`src/rtl/bit_serializer.sv`:
```
// Parallel-to-serial converter: takes a WIDTH-bit word over valid/ready and shifts it out
// one bit per clock, optionally followed by a fixed number of idle cycles.
module bit_serializer #(
    parameter int   WIDTH      = 8,
    parameter bit   MSB_FIRST  = 1'b1,
    parameter int   GAP_CYCLES = 0,
    parameter logic IDLE_BIT   = 1'b0
) (
    input  logic             clk,
    input  logic             rst,
    input  logic             din_valid,
    input  logic [WIDTH-1:0] din_data,
    output logic             din_ready,
    output logic             dout_bit,
    output logic             dout_valid,
    output logic             done,
    output logic             busy
);

    localparam int            CW         = (WIDTH > 1) ? $clog2(WIDTH) : 1;
    localparam logic [CW-1:0] BIT_LAST   = CW'(WIDTH - 1);
    localparam logic [CW-1:0] BIT_PENULT = CW'(WIDTH - 2);
    localparam logic [7:0]    GAP_LAST   = (GAP_CYCLES > 0) ? 8'(GAP_CYCLES - 1) : 8'd0;

    typedef enum logic [1:0] {
        IDLE,
        SHIFT,
        GAP
    } state_t;

    state_t           state, state_next;
    logic [WIDTH-1:0] shreg, shreg_next;
    logic [CW-1:0]    bit_cnt, bit_cnt_next;
    logic [7:0]       gap_cnt, gap_cnt_next;
    logic             dout_bit_next, dout_valid_next, done_next;
    logic             last_bit, transfer;
    logic             load_bit, shift_bit;
    logic [WIDTH-1:0] load_shreg, shifted_shreg;

    assign last_bit  = (state == SHIFT) && (bit_cnt == BIT_LAST);
    assign din_ready = !rst && ((state == IDLE) || (last_bit && (GAP_CYCLES == 0)));
    assign transfer  = din_valid && din_ready;
    assign busy      = (state != IDLE);

    // The first bit goes straight to dout_bit on the transfer edge, so the shift
    // register holds only the bits still to come.
    always_comb begin
        if (MSB_FIRST) begin
            load_bit      = din_data[WIDTH-1];
            load_shreg    = {din_data[WIDTH-2:0], 1'b0};
            shift_bit     = shreg[WIDTH-1];
            shifted_shreg = {shreg[WIDTH-2:0], 1'b0};
        end else begin
            load_bit      = din_data[0];
            load_shreg    = {1'b0, din_data[WIDTH-1:1]};
            shift_bit     = shreg[0];
            shifted_shreg = {1'b0, shreg[WIDTH-1:1]};
        end
    end

    always_comb begin
        state_next      = state;
        shreg_next      = shreg;
        bit_cnt_next    = bit_cnt;
        gap_cnt_next    = gap_cnt;
        dout_bit_next   = IDLE_BIT;
        dout_valid_next = 1'b0;
        done_next       = 1'b0;

        if (transfer) begin
            state_next      = SHIFT;
            shreg_next      = load_shreg;
            bit_cnt_next    = '0;
            dout_bit_next   = load_bit;
            dout_valid_next = 1'b1;
        end else begin
            case (state)
                IDLE: begin
                end
                SHIFT: begin
                    if (!last_bit) begin
                        shreg_next      = shifted_shreg;
                        bit_cnt_next    = bit_cnt + CW'(1);
                        dout_bit_next   = shift_bit;
                        dout_valid_next = 1'b1;
                        done_next       = (bit_cnt == BIT_PENULT);
                    end else if (GAP_CYCLES > 0) begin
                        state_next   = GAP;
                        bit_cnt_next = '0;
                        gap_cnt_next = '0;
                    end else begin
                        state_next   = IDLE;
                        bit_cnt_next = '0;
                    end
                end
                GAP: begin
                    if (gap_cnt == GAP_LAST) begin
                        state_next   = IDLE;
                        gap_cnt_next = '0;
                    end else begin
                        gap_cnt_next = gap_cnt + 8'd1;
                    end
                end
                default: state_next = IDLE;
            endcase
        end
    end

    always_ff @(posedge clk) begin
        if (rst) begin
            state      <= IDLE;
            shreg      <= '0;
            bit_cnt    <= '0;
            gap_cnt    <= '0;
            dout_bit   <= IDLE_BIT;
            dout_valid <= 1'b0;
            done       <= 1'b0;
        end else begin
            state      <= state_next;
            shreg      <= shreg_next;
            bit_cnt    <= bit_cnt_next;
            gap_cnt    <= gap_cnt_next;
            dout_bit   <= dout_bit_next;
            dout_valid <= dout_valid_next;
            done       <= done_next;
        end
    end

endmodule

```
`config.mk`:
```
export PLATFORM = sky130hd
export DESIGN_NAME = bit_serializer
export DESIGN_NICKNAME = d
export VERILOG_FILES = /design/src/rtl/bit_serializer.sv
export SDC_FILE = /design/constraint.sdc
export NUM_CORES = 1
export LEC_CHECK = 0
export BUFFER_PORTS_ARGS = -buffer_cell sky130_fd_sc_hd__buf_2
export CAP_MARGIN = 20
export CORE_MARGIN = 3
export CORE_UTILIZATION = 40
export DETAILED_ROUTE_END_ITERATION = 8
export HOLD_SLACK_MARGIN = 0.06
export SETUP_SLACK_MARGIN = 0.5
export SLEW_MARGIN = 20
export SYNTH_ARGS = -nofsm -noshare
export SYNTH_HDL_FRONTEND = slang
export SYNTH_SLANG_ARGS = --single-unit
```
`constraint.sdc`:
```
create_clock -name clk -period 2 [get_ports clk]
set_clock_uncertainty 0.15 [all_clocks]
set_input_delay 0.4 -clock clk [delete_from_list [all_inputs] [get_ports clk]]
set_output_delay 0.4 -clock clk [all_outputs]
set_load 0.005 [all_outputs]
```
## Yosys cells after proc, flatten, opt, wreduce, memory -nomap -nowiden

Index checks and enable logic that the tools add are counted.
W data, S select, Z words.

- Bits in registers: 23
- Bits of input ports: 11
- Output and inout port bits: 5
- Word-level logic and storage cells: 53

- Add/sub/neg operators: 2
- Equal/unequal tests: 10
- Muxes and demuxes: 15
- Bitwise logic cells: 3
- Reductions and logical operators: 15

Operators by type and width:

| operator | count |
|---|---|
| $mux W8 | 4 |
| $add A8 B1 Y8 const B | 1 |
| $logic_not A8 Y1 | 1 |
| $mux W1 | 7 |
| $eq A3 B3 Y1 const B | 2 |
| $ne A2 B2 Y1 const B | 3 |
| $ne A3 B3 Y1 const B | 2 |
| $pmux W2 S3 | 1 |
| $reduce_and A3 Y1 | 2 |
| $mux W2 | 2 |
| $reduce_and A2 Y1 | 2 |
| $reduce_bool A2 Y1 | 2 |
| $reduce_or A4 Y1 | 1 |
| $add A3 B1 Y3 const B | 1 |
| $logic_and A1 B1 Y1 | 3 |
| $mux W3 | 1 |
| $not A1 Y1 | 3 |
| $eq A2 B1 Y1 const B | 1 |
| $eq A2 B2 Y1 const B | 1 |
| $logic_not A2 Y1 | 1 |
| $ne A2 B1 Y1 const B | 1 |
| $reduce_or A2 Y1 | 1 |
| $logic_not A1 Y1 | 1 |
| $logic_or A1 B1 Y1 | 1 |

## Logic depth before layout (Yosys ltp)

Gate-level depths: netlist of run 1.

- Depth after elaboration: 7
- Depth in mapped cells: 6
- Mapped depth without buffers: 5

## Worst setup path after synthesis of run 1

Ideal clock, no wire load.

- Path type: reg-to-output
- Start point: register bit_cnt[0]
- End point: output port din_ready
- Arrival time: 0.985 ns
- Required time: 1.450 ns
- Path slack: 0.465 ns
- Stages on the path, launching flop included: 5
- Path buffers: 0
- Path through: dfxtp_1 -> ha_1 -> ha_1 -> and2b_1 -> nor2_1

- Longest elaborated chain between the ends: 4

RTL lines:

| what | RTL line | source |
|---|---|---|
| from (decl) | 33 | `logic [CW-1:0] bit_cnt, bit_cnt_next;` |
| from (signal assigned) | 121 | `bit_cnt <= bit_cnt_next;` |
| $eq A3 B3 Y1 | 40 | `assign last_bit = (state == SHIFT) && (bit_cnt == BIT_LAST);` |
| $logic_and A1 B1 Y1 | 40 |  |
| $logic_or A1 B1 Y1 | 41 | `assign din_ready = !rst && ((state == IDLE) \|\| (last_bit && (GAP_CYCLES == 0)));` |
| $logic_and A1 B1 Y1 | 41 |  |
| to (decl) | 13 | `output logic din_ready,` |

No other way between the ends.

## Worst setup path after layout of run 1

Ends and elaborated chain as after synthesis.

==> impl_metrics.yaml, run 1 <==
min_path:
  min_from: "din_data[7]"
  hold_class: "input port to flip-flop"
global_routing:
  grt_usage_pct: 14.3
  antenna_found_initial: 0
  grt_pass1_vias: 479
  grt_max_degree: 16
  grt_pass1_wl_um: 2100
  overflow: 0
power_and_ir_drop:
  p_int_w: 0.000448
  combPwrFrac_pct: 13.8
  vdd_ir_drop_max_mv: 0.388
  cellLeakagePower_nw: 0.364
  power_frac_seq_pct: 52.3
  power_switching_w: 0.000141
  clockPowerShare_pct: 33.9
  power_density_nw_per_um2: 725
  p_sw_share_pct: 23.9
place:
  port_buffers: 15
  dp_slack_ns: 0.379
  gp_congestion: 0.665
synthesis:
  yosysUniqueCellTypes: 16
  yosys-top-cells-count: "dfxtp_1 (14), nor2_1 (14), mux2i_1 (7)"
  synthCells: 63
  synth_edf_count: 0
  synth_ff_type: "dfxtp_1"
  ys_warn_count: 0
  syn_area_per_cell_um2: 9.61
  synth_top_area_share_pct: 46.3
  syn_area_um2: 606
  async_reset_ff_share_pct: 0
  syn_nets: 77
  yosysTopAreaCell: "dfxtp_1"
  synth_seq_cells: 14
  seq_area_frac_synth_pct: 46.3
  synth.area.top_cells: "dfxtp_1 (46%), mux2i_1 (12%), nor2_1 (8.7%)"
drt:
  antenna_left: 0
  routed_via_density: 4.95
  drt-total-wl_um: 1210
  wire_per_inst_um: 12.0
  routed-via-count: 500
  firstDrtPassIters: 3
  drt_iter0_markers: 5
  remaining_drc_errors: 0
sta:
  worst_slack_ns: 0.113
  period_share_pct: 94.4
  tightest_slew_ns: 0.330
  setup_viol: 0
  drv_slew: 0
  setup_tns_ns: 0
  rsz0062_at_grt: "yes"
  fin_crit_ns: 1.89
  slew_headroom_pct: 78.0
  fmax_mhz: 530
  finalHoldViolCount: 0
die:
  die_w_um: 44.9
  start_util_pct: 44.3
  die_h_um: 44.9
  core_area_um2: 1370
  die-area_um2: 2020
  row_count: 13
  pin_count: 16
critical_path:
  rr_startpoint: "bit_cnt[0]"
  cp_num_cells: 5
  arrival_ns: 1.34
  required_ns: 1.45
  worstSetupPathType: "flip-flop to output port"
  crit_chain: "ha_4 > ha_4 > and2b_2 > nor2_1 > buf_2"
  path_delay_family: "flip-flops"
  worstReg2RegEnd: "bit_cnt[1]"
  worst-path-buf-inv: 1
  endpoint_kind: "output port"
  endpoint: "din_ready"
  worst_path_most_repeated_cell: "ha_4"
  path_max_fanout: 2
  ff2ff_path_depth: 7
  cp_slowest_cell: "dfxtp_4"
  critPathMaxStageDelay_ns: 0.37
  rrSetupSlack_ns: 0.25
  startpoint_type: "flip-flop"
  crit_path_start: "bit_cnt[0]"
clock_tree:
  clock_latency_ns: 0.27
  cts_sinks: 14
  path_clk_slew_ns: 0.08
  cts_buffers: 3
  root_buffer: "clkbuf_4"
  cts_tree: "built"
  htree_levels: 1
  clk_path_buf_depth: 2
outcome:
  status: "completed"
finish:
  n_fill_cell: 140
  area.growth.synth_to_final_pct: 34.1
  drive_gt1_share_pct: 43.0
  diodes: 0
  nets: 101
  fin_util_pct: 59.4
flow_run:
  max_cap_viol_count: 0
power groups by stage:
stage	combinational [W]	clock, W	sequential (W)
2_1_floorplan	0.0000469	0	0.000313
3_3_place_gp	0.0000675	0	0.000315
3_5_place_dp	0.0000684	0	0.000316
6_report	0.0000810	0.000200	0.000308
4_1_cts	0.0000743	0.000205	0.000308
5_1_grt	0.0000921	0.000218	0.000311
cell families after synthesis:
kind of cell	share of synthesized area, %
compound gates	12.8
fa+ha+maj	6.20
buf+inv	6.20
flops	46.3
mux	11.6
simple gates	16.9
metrics by stage:
stage | std cells | total power, W | cell area (µm²) | hold slack, ns
2_1_floorplan | 63 | 0.000360 | 633 | 0.281
3_3_place_gp | 91 | 0.000383 | 708 | 0.324
3_5_place_dp | 91 | 0.000384 | 708 | 0.323
4_1_cts | 99 | 0.000588 | 778 | 0.237
5_1_grt | 101 | 0.000621 | 812 | 0.255
6_report | 101 | 0.000589 | 812 | 0.240
flip-flops by register name (all words and copies together), names as in the netlist:
signal	flops
bit_cnt	3
done	1
state	1
dout_bit	1
dout_valid	1
shreg	7
worst reg2reg max path: cells and delay by family, from the launching register on:
family | cells | cell delay [ns]
buffers and inverters | 2 | 0.25
AND/OR/NAND/NOR | 2 | 0.38
adder cells (fa/ha/maj) | 2 | 0.31
flip-flops | 1 | 0.36
AO/OA/AOI/OAI | 1 | 0.24
cells in the final DEF (no fill, tap or decap), types with 3 or more instances in the layout:
cell type	count
nor2_1	12
inv_1	3
nand2_1	3
buf_4	6
mux2i_1	7
dfxtp_1	12
a211oi_1	5
clkbuf_4	3
buf_2	15
what timing repair did:
action	in CTS	in global routing
pin swaps	2	3
hold buffers	0	0
resized for setup	2	5
cloned	0	0
setup endpoints to repair	2	12
buffers inserted	4	2
worst min path at each step:
stage | endpoint | slack, ns | depth (start not counted)
after floorplan | dout_bit | 0.28 | 2
after global placement | dout_bit | 0.32 | 2
after detailed placement | dout_bit | 0.32 | 2
after CTS | dout_bit | 0.24 | 3
after global routing | dout_bit | 0.26 | 3
final | dout_bit | 0.24 | 3
per-layer routing:
metal	track usage (%)	up-vias	share of wire, %
met1	20.1	230	49
met5	0	-	0
li1	-	263	-
met4	5.26	0	0
met2	21.2	7	47
met3	3.59	0	3.7
cell type report:
type	instances	area, µm²	share of cell area [%]
flip-flops and latches	14	285	35.1
repair buffers	22	131	16.2
inverters	3	11.3	1.39
clock buffers	4	36.3	4.47
well taps	15	18.8	2.31
multi-input cells	43	329	40.5
No activity file was read; power rests on OpenSTA's default activity.
==> run 2: changes to the inputs <==
- CORE_AREA: unset -> 3 3 40 42
- CORE_MARGIN: 3 -> unset
- CORE_UTILIZATION: 40 -> unset
- DIE_AREA: unset -> 0 0 43 45
- PLACE_DENSITY: unset -> 0.7
==> run 2 against run 1 <==
  * Combinational power fell by 4.6%
  * Power about the same
  * Setup slack got worse by 0.0051 ns
  * Critical path depth unchanged
  * Via count up 5.0%
  * Clock-buffer cell count stayed put
  * Critical endpoint unchanged
  * Highest routed layer is now met4
==> impl_metrics.yaml, run 2 (synthesis results as in run 1) <==
outcome:
  status: "completed"
global_routing:
  use_met2_pct: 27.8
  grt_max_degree: 16
  antenna_found_initial: 0
  busiest_layer: "met2"
  grt_pass1_wl_um: 2190
  met1_usage_pct: 16.7
  use_met3_pct: 3.59
  overflow: 0
  grt_usage_pct: 15.7
  grt_pass1_vias: 512
drt:
  wire_per_inst_um: 13.5
  routed-via-count: 525
  drt_iter0_markers: 14
  antenna_left: 0
  routed_via_density: 5.25
  drt-total-wl_um: 1350
  firstDrtPassIters: 4
  remaining_drc_errors: 0
place:
  dp_slack_ns: 0.367
  dp.final_hpwl_um: 815
  port_buffers: 15
  gp_congestion: 0.748
  post_dp_cell_area_um2: 701
finish:
  area.growth.synth_to_final_pct: 30.4
  n_fill_cell: 114
  largest_registers: "shreg x7, bit_cnt x3"
  final_cell_mix: "buf_2 (15), nor2_1 (13), dfxtp_1 (11)"
  nets: 100
  top_register: "shreg"
  stdcell_area_um2: 790
  largest_register_ffs: 7
  drive_gt1_share_pct: 41.2
  final_common_cell: "buf_2"
  diodes: 0
clock_tree:
  path_clk_slew_ns: 0.08
  cts_tree: "built"
  htree_levels: 1
  root_buffer: "clkbuf_4"
  cts_buffers: 3
  clk_path_buf_depth: 2
  cts_sinks: 14
  clock_latency_ns: 0.28
critical_path:
  endpoint_kind: "output port"
  cp_num_cells: 5
  startpoint_type: "flip-flop"
  worstSetupPathType: "flip-flop to output port"
  cp_slowest_cell: "dfxtp_4"
  arrival_ns: 1.34
  required_ns: 1.45
  ff2ff_path_depth: 6
  worst_path_most_repeated_cell: "ha_4"
  critPathMaxStageDelay_ns: 0.36
  crit_chain: "ha_4 > ha_4 > and2b_2 > nor2_2 > buf_2"
  worst-path-buf-inv: 1
  path_max_fanout: 2
  path_delay_family: "flip-flops"
sta:
  fin_crit_ns: 1.89
  finalHoldViolCount: 0
  tightest_slew_ns: 0.308
  worst_slack_ns: 0.107
  rsz0062_at_grt: "yes"
  drv_slew: 0
  setup_tns_ns: 0
  period_share_pct: 94.6
  fmax_mhz: 528
  setup_viol: 0
  slew_headroom_pct: 79.5
die:
  pin_count: 16
  row_count: 13
  die-area_um2: 1940
  start_util_pct: 47.1
  core_area_um2: 1280
  die_w_um: 43
  die_h_um: 45
min_path:
  hold_depth: 3
  hold_class: "input port to flip-flop"
flow_run:
  max_cap_viol_count: 0
power_and_ir_drop:
  combPwrFrac_pct: 13.1
  cellLeakagePower_nw: 0.356
  power_frac_seq_pct: 52.3
  power_density_nw_per_um2: 746
  clockPowerShare_pct: 34.6
  vdd_ir_drop_max_mv: 0.531
  p_sw_share_pct: 24.5
  p_int_w: 0.000445
  power_switching_w: 0.000144
[run 2: power by group through the flow]
stage / logic, W / registers (W) / clock network [W]
2_1_floorplan: 0.0000469 / 0.000313 / 0
3_3_place_gp: 0.0000653 / 0.000315 / 0
3_5_place_dp: 0.0000667 / 0.000315 / 0
4_1_cts: 0.0000746 / 0.000307 / 0.000208
5_1_grt: 0.0000857 / 0.000310 / 0.000214
6_report: 0.0000773 / 0.000308 / 0.000204
[run 2: what timing repair did]
action | CTS | global route
pin swaps | 2 | 1
setup buffers | 4 | 2
gates cloned | 0 | 0
hold buffers | 0 | 0
setup endpoints to repair | 4 | 11
resized for setup | 2 | 2
[run 2: final cells by class]
cell class,instances,area [µm²],area share (%)
inverter,3,11.3,1.43
tap,15,18.8,2.38
clock buffer,4,36.3,4.60
multi-input combinational,43,317,40.1
timing repair buffer,21,120,15.2
sequential,14,287,36.3
[run 2: worst paths after layout]
check / startpoint / end / slack, ns
worst min register to register: shreg[7] / dout_bit / 0.31
worst max-delay path: bit_cnt[0] / din_ready / 0.11
worst min-delay path: din_data[7] / dout_bit / 0.24
worst max register to register: bit_cnt[0] / shreg[5] / 0.21
[run 2: worst reg2reg max path: cells and delay by family, from the launching register on]
kind | cells | cell delay [ns]
simple gates | 1 | 0.31
compound gates | 1 | 0.31
fa+ha+maj | 2 | 0.31
flops | 1 | 0.36
buf+inv | 2 | 0.25
[run 2: per-stage QoR]
stage                     hold slack (ns)  std cells  util [%]  power (W)
final                               0.236        100      61.4   0.000589
after global routing                0.255        100      61.4   0.000610
after floorplan                     0.281         63         -   0.000360
after detailed placement            0.304         90      54.5   0.000382
after global placement              0.304         90      54.5   0.000380
after CTS                           0.234         98      60.0   0.000589
[run 2: per-layer routing]
layer / routed length (µm) / share of wire, % / vias to the layer above
met2: 643 / 48 / 14
met3: 72 / 5.3 / 4
met4: 33 / 2.5 / 0
met5: 0 / 0 / -
li1: - / - / 262
met1: 596 / 44 / 245
